**src/rtl/uart_8250_rx.sv**
```systemverilog
// 8250-compatible UART receive path: 16x-oversampled deserialiser with parity, framing and break checks.
// Define UART_RX_FIFO_EN for a FIFO_DEPTH-entry receive queue; otherwise a single 16450-style holding register.
module uart_8250_rx #(
    parameter int FIFO_DEPTH  = 16,
    parameter int SYNC_STAGES = 2
) (
    input  logic       clk,
    input  logic       rst,
    input  logic       baud_tick,
    input  logic       rxd,
    input  logic [1:0] wls,
    input  logic       pen,
    input  logic       eps,
    input  logic       sp,
    input  logic       rbr_rd,
    input  logic       lsr_rd,
    input  logic       fifo_clr,
    output logic [7:0] rx_data,
    output logic       dr,
    output logic       pe,
    output logic       fe,
    output logic       bi,
    output logic       oe,
    output logic       rx_err,
    output logic [4:0] rx_level
);

    typedef enum logic [2:0] {
        ST_IDLE   = 3'd0,
        ST_START  = 3'd1,
        ST_DATA   = 3'd2,
        ST_PARITY = 3'd3,
        ST_STOP   = 3'd4,
        ST_WAIT   = 3'd5
    } state_t;

    state_t                 state_r;
    state_t                 state_nxt_s;
    logic [SYNC_STAGES-1:0] sync_r;
    logic                   rxd_prev_r;
    logic                   rxd_s;
    logic                   fall_s;
    logic                   sample_s;
    logic [3:0]             tick_cnt_r;
    logic [2:0]             bit_cnt_r;
    logic [7:0]             data_r;
    logic [1:0]             wls_r;
    logic                   pen_r;
    logic                   eps_r;
    logic                   sp_r;
    logic                   par_bit_r;
    logic                   pe_r;
    logic                   start_s;
    logic                   shift_s;
    logic                   par_smp_s;
    logic                   push_s;
    logic                   last_bit_s;
    logic                   par_exp_s;
    logic [10:0]            entry_s;
    logic [10:0]            head_s;
    logic                   pop_s;
    logic                   ovr_s;
    logic                   dr_s;
    logic                   err_s;
    logic                   oe_r;
    logic [4:0]             level_s;

    // Expected parity bit; stick parity forces the bit to the inverse of the even-select.
    function automatic logic parity_expected(input logic [7:0] d, input logic stick, input logic even);
        return stick ? ~even : (^d ^ ~even);
    endfunction

    // RXD synchroniser plus previous-value flop for start-edge detection; idles high.
    always_ff @(posedge clk or posedge rst) begin
        if (rst) begin
            sync_r     <= {SYNC_STAGES{1'b1}};
            rxd_prev_r <= 1'b1;
        end else begin
            sync_r     <= {sync_r[SYNC_STAGES-2:0], rxd};
            rxd_prev_r <= sync_r[SYNC_STAGES-1];
        end
    end

    assign rxd_s      = sync_r[SYNC_STAGES-1];
    assign fall_s     = rxd_prev_r & ~rxd_s;
    assign sample_s   = baud_tick & (tick_cnt_r == 4'd7);
    assign last_bit_s = (bit_cnt_r == (3'd4 + {1'b0, wls_r}));
    assign par_exp_s  = parity_expected(data_r, sp_r, eps_r);
    // Data above the word length is never written, so a zero compare covers all word lengths.
    assign entry_s    = {~rxd_s & ~par_bit_r & (data_r == 8'h00), ~rxd_s, pe_r, data_r};

    // FSM state register.
    always_ff @(posedge clk or posedge rst) begin
        if (rst) begin
            state_r <= ST_IDLE;
        end else begin
            state_r <= state_nxt_s;
        end
    end

    // FSM next-state and per-sample control strobes.
    always_comb begin
        state_nxt_s = state_r;
        start_s     = 1'b0;
        shift_s     = 1'b0;
        par_smp_s   = 1'b0;
        push_s      = 1'b0;
        case (state_r)
            ST_IDLE: begin
                if (fall_s) begin
                    start_s     = 1'b1;
                    state_nxt_s = ST_START;
                end else begin
                    state_nxt_s = ST_IDLE;
                end
            end
            ST_START: begin
                if (sample_s) begin
                    state_nxt_s = rxd_s ? ST_IDLE : ST_DATA;
                end else begin
                    state_nxt_s = ST_START;
                end
            end
            ST_DATA: begin
                if (sample_s) begin
                    shift_s = 1'b1;
                    if (last_bit_s) begin
                        state_nxt_s = pen_r ? ST_PARITY : ST_STOP;
                    end else begin
                        state_nxt_s = ST_DATA;
                    end
                end else begin
                    state_nxt_s = ST_DATA;
                end
            end
            ST_PARITY: begin
                if (sample_s) begin
                    par_smp_s   = 1'b1;
                    state_nxt_s = ST_STOP;
                end else begin
                    state_nxt_s = ST_PARITY;
                end
            end
            ST_STOP: begin
                if (sample_s) begin
                    push_s      = 1'b1;
                    state_nxt_s = rxd_s ? ST_IDLE : ST_WAIT;
                end else begin
                    state_nxt_s = ST_STOP;
                end
            end
            ST_WAIT: begin
                if (rxd_s) begin
                    state_nxt_s = ST_IDLE;
                end else begin
                    state_nxt_s = ST_WAIT;
                end
            end
            default: begin
                state_nxt_s = ST_IDLE;
            end
        endcase
    end

    // Frame datapath: tick counter, LCR snapshot, data capture and parity check.
    always_ff @(posedge clk or posedge rst) begin
        if (rst) begin
            tick_cnt_r <= 4'd0;
            bit_cnt_r  <= 3'd0;
            data_r     <= 8'h00;
            wls_r      <= 2'd0;
            pen_r      <= 1'b0;
            eps_r      <= 1'b0;
            sp_r       <= 1'b0;
            par_bit_r  <= 1'b0;
            pe_r       <= 1'b0;
        end else if (start_s) begin
            tick_cnt_r <= 4'd0;
            bit_cnt_r  <= 3'd0;
            data_r     <= 8'h00;
            wls_r      <= wls;
            pen_r      <= pen;
            eps_r      <= eps;
            sp_r       <= sp;
            par_bit_r  <= 1'b0;
            pe_r       <= 1'b0;
        end else begin
            if (baud_tick) begin
                tick_cnt_r <= tick_cnt_r + 4'd1;
            end
            if (shift_s) begin
                data_r[bit_cnt_r] <= rxd_s;
                bit_cnt_r         <= bit_cnt_r + 3'd1;
            end
            if (par_smp_s) begin
                par_bit_r <= rxd_s;
                pe_r      <= rxd_s ^ par_exp_s;
            end
        end
    end

`ifdef UART_RX_FIFO_EN
    localparam int AW = $clog2(FIFO_DEPTH);
    localparam logic [AW-1:0] PTR_ONE = {{(AW-1){1'b0}}, 1'b1};

    logic [10:0]   mem_r [FIFO_DEPTH];
    logic [AW-1:0] wr_ptr_r;
    logic [AW-1:0] rd_ptr_r;
    logic [4:0]    level_r;
    logic [4:0]    err_cnt_r;
    logic          full_s;
    logic          wr_en_s;

    assign full_s  = (level_r == 5'(FIFO_DEPTH));
    assign dr_s    = (level_r != 5'd0);
    assign pop_s   = rbr_rd & dr_s;
    assign wr_en_s = push_s & (~full_s | pop_s);
    assign ovr_s   = push_s & full_s & ~pop_s;
    assign head_s  = mem_r[rd_ptr_r];
    assign err_s   = (err_cnt_r != 5'd0);
    assign level_s = level_r;

    // Circular queue; err_cnt_r tracks how many queued entries carry PE/FE/BI.
    always_ff @(posedge clk or posedge rst) begin
        if (rst) begin
            for (int i = 0; i < FIFO_DEPTH; i++) begin
                mem_r[i] <= 11'd0;
            end
            wr_ptr_r  <= {AW{1'b0}};
            rd_ptr_r  <= {AW{1'b0}};
            level_r   <= 5'd0;
            err_cnt_r <= 5'd0;
        end else if (fifo_clr) begin
            wr_ptr_r  <= {AW{1'b0}};
            rd_ptr_r  <= {AW{1'b0}};
            level_r   <= 5'd0;
            err_cnt_r <= 5'd0;
        end else begin
            if (wr_en_s) begin
                mem_r[wr_ptr_r] <= entry_s;
                wr_ptr_r        <= wr_ptr_r + PTR_ONE;
            end
            if (pop_s) begin
                rd_ptr_r <= rd_ptr_r + PTR_ONE;
            end
            level_r   <= level_r + {4'd0, wr_en_s} - {4'd0, pop_s};
            err_cnt_r <= err_cnt_r + {4'd0, wr_en_s & (|entry_s[10:8])}
                                   - {4'd0, pop_s & (|head_s[10:8])};
        end
    end
`else
    logic [10:0] hold_r;
    logic        full_r;
    logic        unused_s;

    assign unused_s = fifo_clr ^ FIFO_DEPTH[0];
    assign dr_s     = full_r;
    assign pop_s    = rbr_rd & full_r;
    assign ovr_s    = push_s & full_r & ~pop_s;
    assign head_s   = hold_r;
    assign err_s    = full_r & (|hold_r[10:8]);
    assign level_s  = {4'd0, full_r};

    // Holding register: a new character always overwrites, overrun is flagged separately.
    always_ff @(posedge clk or posedge rst) begin
        if (rst) begin
            hold_r <= 11'd0;
            full_r <= 1'b0;
        end else if (push_s) begin
            hold_r <= entry_s;
            full_r <= 1'b1;
        end else if (pop_s) begin
            full_r <= 1'b0;
        end else begin
            full_r <= full_r;
        end
    end
`endif

    // Sticky overrun flag; a new overrun beats a coincident LSR read.
    always_ff @(posedge clk or posedge rst) begin
        if (rst) begin
            oe_r <= 1'b0;
        end else if (ovr_s) begin
            oe_r <= 1'b1;
        end else if (lsr_rd) begin
            oe_r <= 1'b0;
        end else begin
            oe_r <= oe_r;
        end
    end

    assign rx_data  = head_s[7:0];
    assign pe       = head_s[8];
    assign fe       = head_s[9];
    assign bi       = head_s[10];
    assign dr       = dr_s;
    assign oe       = oe_r;
    assign rx_err   = err_s;
    assign rx_level = level_s;

endmodule
```
**config.mk**
```make
export PLATFORM = sky130hd
export DESIGN_NAME = uart_8250_rx
export DESIGN_NICKNAME = d
export VERILOG_FILES = /design/src/rtl/uart_8250_rx.sv
export SDC_FILE = /design/constraint.sdc
export NUM_CORES = 1
export LEC_CHECK = 0
export CAP_MARGIN = 20
export CORE_UTILIZATION = 30
export CTS_BUF_LIST = sky130_fd_sc_hd__clkbuf_4 sky130_fd_sc_hd__clkbuf_8 sky130_fd_sc_hd__clkbuf_16
export CTS_CLUSTER_SIZE = 24
export DETAILED_ROUTE_END_ITERATION = 8
export PLACE_DENSITY = 0.58
export SYNTH_ARGS = -nofsm -noshare
export SYNTH_HDL_FRONTEND = slang
export SYNTH_SLANG_ARGS = --single-unit
```
**constraint.sdc**
```tcl
create_clock -name clk -period 1.8 [get_ports clk]
set_clock_uncertainty 0.2 [all_clocks]
set_input_delay 0.36 -clock clk [delete_from_list [all_inputs] [get_ports clk]]
set_output_delay 0.36 -clock clk [all_outputs]
set_load 0.02 [all_outputs]
```
==> Yosys cells after proc, flatten, opt, wreduce, memory -nomap -nowiden <==
Index checks and enable logic that the tools add are counted.
W data, S select, Z words.
{ "op_classes": {"add_sub_neg": 3, "magnitude_cmp": 2, "eq_ne": 7, "mux": 34, "n_bitwise": 14, "reduce_logical": 10} }
{ "op_table": {"columns": ["operator", "count"], "rows": [
  ["$mux W3", 8],
  ["$pmux W3 S6", 1],
  ["$mux W1", 17],
  ["$mux W8", 2],
  ["$reduce_bool A2 Y1", 5],
  ["$and A1 B1 Y1", 8],
  ["$bwmux W8", 1],
  ["$logic_not A8 Y1", 1],
  ["$mux W4", 2],
  ["$reduce_xor A8 Y1", 1],
  ["$eq A3 B2 Y1 const B", 2],
  ["$eq A3 B3 Y1 const B", 2],
  ["$add A4 B1 Y4 const B", 1],
  ["$eq A4 B3 Y1 const B", 1],
  ["$lt A3 B4 Y1 const B", 1],
  ["$mux W2", 2],
  ["$not A1 Y1", 4],
  ["$add A3 B1 Y3 const B", 1],
  ["$add A3 B2 Y3 const A", 1],
  ["$demux W1 S3", 1],
  ["$eq A3 B1 Y1 const B", 1],
  ["$eq A3 B3 Y1", 1],
  ["$ge A3 B1 Y1 const B", 1],
  ["$logic_not A3 Y1", 1],
  ["3 further kinds", 4]
]} }
{ "word_totals": {"reg_bits": 41, "input_bits": 12, "word_cells": 85} }

==> Depth between registers and ports, before layout <==
{ "logic_depth": {"depth_word": 7, "ltp_mapped": 7} }

==> Worst setup path before layout <==
OpenSTA, ideal clock, no wires.
{ "synth_timing": {"kind": "register to register", "from": "reg tick_cnt_r[0]", "to": "reg hold_r[8] (netlist: head_s[8])", "setup_time_ns": 0.125, "arrival_ns": 1.627, "path_slack_ns": -0.153, "stages_incl_launch_ff": 6, "cell_sequence": "dfrtp_1 ha_1 nand4b_4 or4b_4 buf_6 mux2_4"} }
{ "synth_via": {"elab_chain_cells": 4} }
{ "synth_lines": {"columns": ["element", "line_no", "rtl"], "rows": [
  ["start: declaration", "44", "logic [3:0] tick_cnt_r;"],
  ["start signal: assignment", "189", "tick_cnt_r <= tick_cnt_r + 4'd1;"],
  ["$eq A4 B3 Y1", "86", "assign sample_s = baud_tick & (tick_cnt_r == 4'd7);"],
  ["$and A1 B1 Y1", "86", null],
  ["$mux W1", "145", "if (sample_s) begin"],
  ["$mux W1", "108", "case (state_r)"],
  ["end signal: assignment", "270", "hold_r <= entry_s;"],
  ["end: declaration", "252", "logic [10:0] hold_r;"]
]} }
Every way passes these cells.
A chain may end at the register's enable or synchronous reset.

==> Worst setup path in the final report <==
{ "layout_timing": {"from": "reg tick_cnt_r[1]", "to": "reg hold_r[8] (netlist: head_s[8])"} }
The elaborated chain is that of the path after synthesis.

==> impl_metrics.py <==
metrics = {
    "floorplan": {
        "start_util_pct": 31.6,
        "die_x_microns": 84.5,
        "die_h_microns": 84.5,
        "core_area_sq_um": 6460,
        "die-area_sq_um": 7140,
        "io-pin-count": 31,
        "rows": 29,
    },
    "pwr": {
        "p_per_area_nw_per_um2": 897,
        "power.leakage_nw": 1.33,
        "peakVddDrop_v": 0.000482,
        "power_mw": 2.53,
    },
    "timing": {
        "finalCriticalPeriod_ns": 1.86,
        "hold_viol_final": 0,
        "fin_ws_ns": -0.0611,
        "slew_viol_final": 0,
        "fmax_mhz": 537,
        "setup_violations": 15,
        "rsz0062_at_grt": "yes",
        "period_share_pct": 103,
        "fin_tns_setup_ns": -0.444,
        "holdWs_ns": 0.157,
    },
    "global_routing": {
        "grt-ovfl-total": 0,
        "grt_pass1_vias": 1465,
        "grt_usage_pct": 12.4,
        "grt_pass1_wl_mm": 6.84,
        "grt_max_degree": 42,
        "antenna_found_initial": 0,
    },
    "run_status": {
        "violations": "DRC, setup timing",
        "status": "finished, violations left",
    },
    "route": {
        "antenna_left": 0,
        "first_iter_violations": 54,
        "routed-via-count": 1441,
        "detail_route.first_pass.iterations": 6,
        "wire_per_inst_microns": 12.7,
        "drcViolationCount": 11,
        "routed_wirelength_mm": 4.05,
        "viasPerCell": 4.50,
    },
    "placed_design": {
        "portBuffers": 25,
        "dp_hpwl_mm": 2.67,
        "dp.cells": 307,
        "globalplace.congestion": 0.795,
    },
    "cts": {
        "postCtsHoldBufs": 0,
        "cts_buffer_depth": 2,
        "cts_htree_levels": 2,
        "insertion_delay_ns": 0.30,
        "clkTransAtPathRegs_ns": 0.08,
        "clock-sinks": 41,
        "cts_made_buffers": 5,
        "cts_tree": "built",
        "root_buffer": "clkbuf_8",
    },
    "setup_path": {
        "worstPathArrival_ns": 1.85,
        "critPathTopFamily": "simple AND/OR/NAND/NOR gates",
        "crit_required_ns": 1.79,
        "max_stage_delay_ns": 0.57,
        "cp.buffers_inverters": 0,
        "startpoint_type": "register",
        "endpoint_kind": "register",
        "path_class": "register to register",
        "crit_slowest_cell": "or4b_4",
        "crit_path_max_fanout": 3,
        "worstPathCellList": "ha_4 > nand4b_4 > or4b_4 > mux2_4",
    },
    "synthesis": {
        "ys_warn_count": 0,
        "synth_ff_type": "dfrtp_1",
        "syn_area_sq_um": 2040,
        "postSynth.asyncResetShare_pct": 100,
        "syn_inst": 191,
        "synth_edf_count": 0,
        "synth_cell_types": 40,
        "synth_area_per_cell_sq_um": 10.7,
        "yosysSeqAreaShare_pct": 50.4,
        "ys_seq_elements": 41,
    },
    "final_layout": {
        "stdcell_count": 320,
        "fill_cells": 622,
        "nets": 260,
        "area_growth_pct": 38.2,
        "drive_gt1_share_pct": 39.9,
        "final_core_util_pct": 43.7,
        "antenna_cells": 0,
    },
    "min_path": {
        "hp-class": "register to register",
    },
    "flow_run": {
        "maxCapViolCount": 0,
    },
}
## stage by stage
step / instance area [sq um] / setup slack (ns)
6_report: 2820 / -0.0611
5_1_grt: 2820 / -0.101
4_1_cts: 2720 / -0.0651
3_5_place_dp: 2550 / -0.431
3_3_place_gp: 2550 / -0.412
2_1_floorplan: 2080 / -0.109
## Yosys cell counts (all sizes together), types with 2 or more instances
cell type | instances | area (sq um)
xor2 | 3 | 26.3
clkbuf | 3 | 11.3
ha | 6 | 75.1
inv | 11 | 41.3
xnor2 | 9 | 78.8
nand2 | 20 | 77.6
nor3 | 2 | 10.0
nand3 | 4 | 20.0
buf | 13 | 98.8
dfstp | 3 | 78.8
and3 | 3 | 18.8
mux2i | 2 | 20.0
o21ai | 16 | 114
a21oi | 2 | 10.0
mux2 | 13 | 150
nor2 | 23 | 86.3
nand2b | 2 | 12.5
dfrtp | 38 | 951
nor3b | 2 | 20.0
nand4 | 2 | 12.5
nand3b | 2 | 15.0
## power by group
group	switching, mW	internal (mW)
registers	0.129	1.07
clock network	0.323	0.347
logic	0.285	0.380
## layer usage
layer | vias up | track usage [%] | part of all wire, %
li1 | 725 | - | -
met1 | 684 | 15.4 | 48
met2 | 27 | 20.3 | 47
met3 | 5 | 3.24 | 3.8
met4 | 0 | 5.55 | 1.4
met5 | - | 0 | 0
## worst reg2reg max path, cell delays in order, from the launching register on
cell and delay (ns):
dfrtp_1 0.39, ha_4 0.17, nand4b_4 0.10, or4b_4 0.57
mux2_4 0.32
## state kept, by name, summed over array words and instances (netlist names)
signal / flops
bit_cnt_r: 3
rxd_prev_r: 1
dr: 1
tick_cnt_r: 4
wls_r: 2
sp_r: 1
pe_r: 1
head_s: 11
par_bit_r: 1
data_r: 8
eps_r: 1
sync_r: 2
pen_r: 1
state_r: 3
oe: 1
## logic make-up after synthesis
logic type                 synth area share, %
and+or+nand+nor                           16.7
DFF                                       50.4
buffers and inverters                     7.41
AOI/OAI and AO/OA                         8.21
muxes                                     8.33
xor gates and xnor gates                  5.14
adders and majority gates                 3.67
other                                    0.184
## placed cells by master (no fill, tap or decap), types with 4 or more instances in the layout
cell type,n
dlygate4sd2_1,15
mux2_4,4
inv_1,7
nand2_1,11
nand2_2,8
o21ai_2,9
o21ai_0,6
dfrtp_1,37
inv_2,4
nor2_1,21
buf_4,28
nand3_1,4
clkbuf_8,7
conb_1,4
mux2_2,9
clkdlybuf4s50_1,9
xnor2_1,6
ha_4,4
## repair_timing
| item | in CTS | in global routing |
|---|---|---|
| resized for setup | 30 | 20 |
| setup buffers | 1 | 3 |
| gates cloned | 1 | 0 |
| pin swaps | 5 | 5 |
| setup endpoints to repair | 36 | 25 |
## layout make-up
class	count	area, sq um	share of cell area [%]
inverters	11	41.3	1.46
multi-input cells	126	1030	36.5
clock buffers	7	96.3	3.41
well taps	77	96.3	3.41
clock inverters	1	5.00	0.177
flip-flops and latches	41	1030	36.5
repair buffers	57	524	18.6
## path summary, 6_finish.rpt
path,from,end,slack (ns),cells after the start
max in group asynchronous,rst,sync_r[0],0.91,3
min in group asynchronous,rst,dr,0.21,3
worst min-delay path,sync_r[0],sync_r[1],0.16,0
worst max register to register,tick_cnt_r[1],head_s[8],-0.06,4
worst min register to register,sync_r[0],sync_r[1],0.16,0
worst max-delay path,tick_cnt_r[1],head_s[8],-0.06,4
No activity file was read; power rests on OpenSTA's default activity.
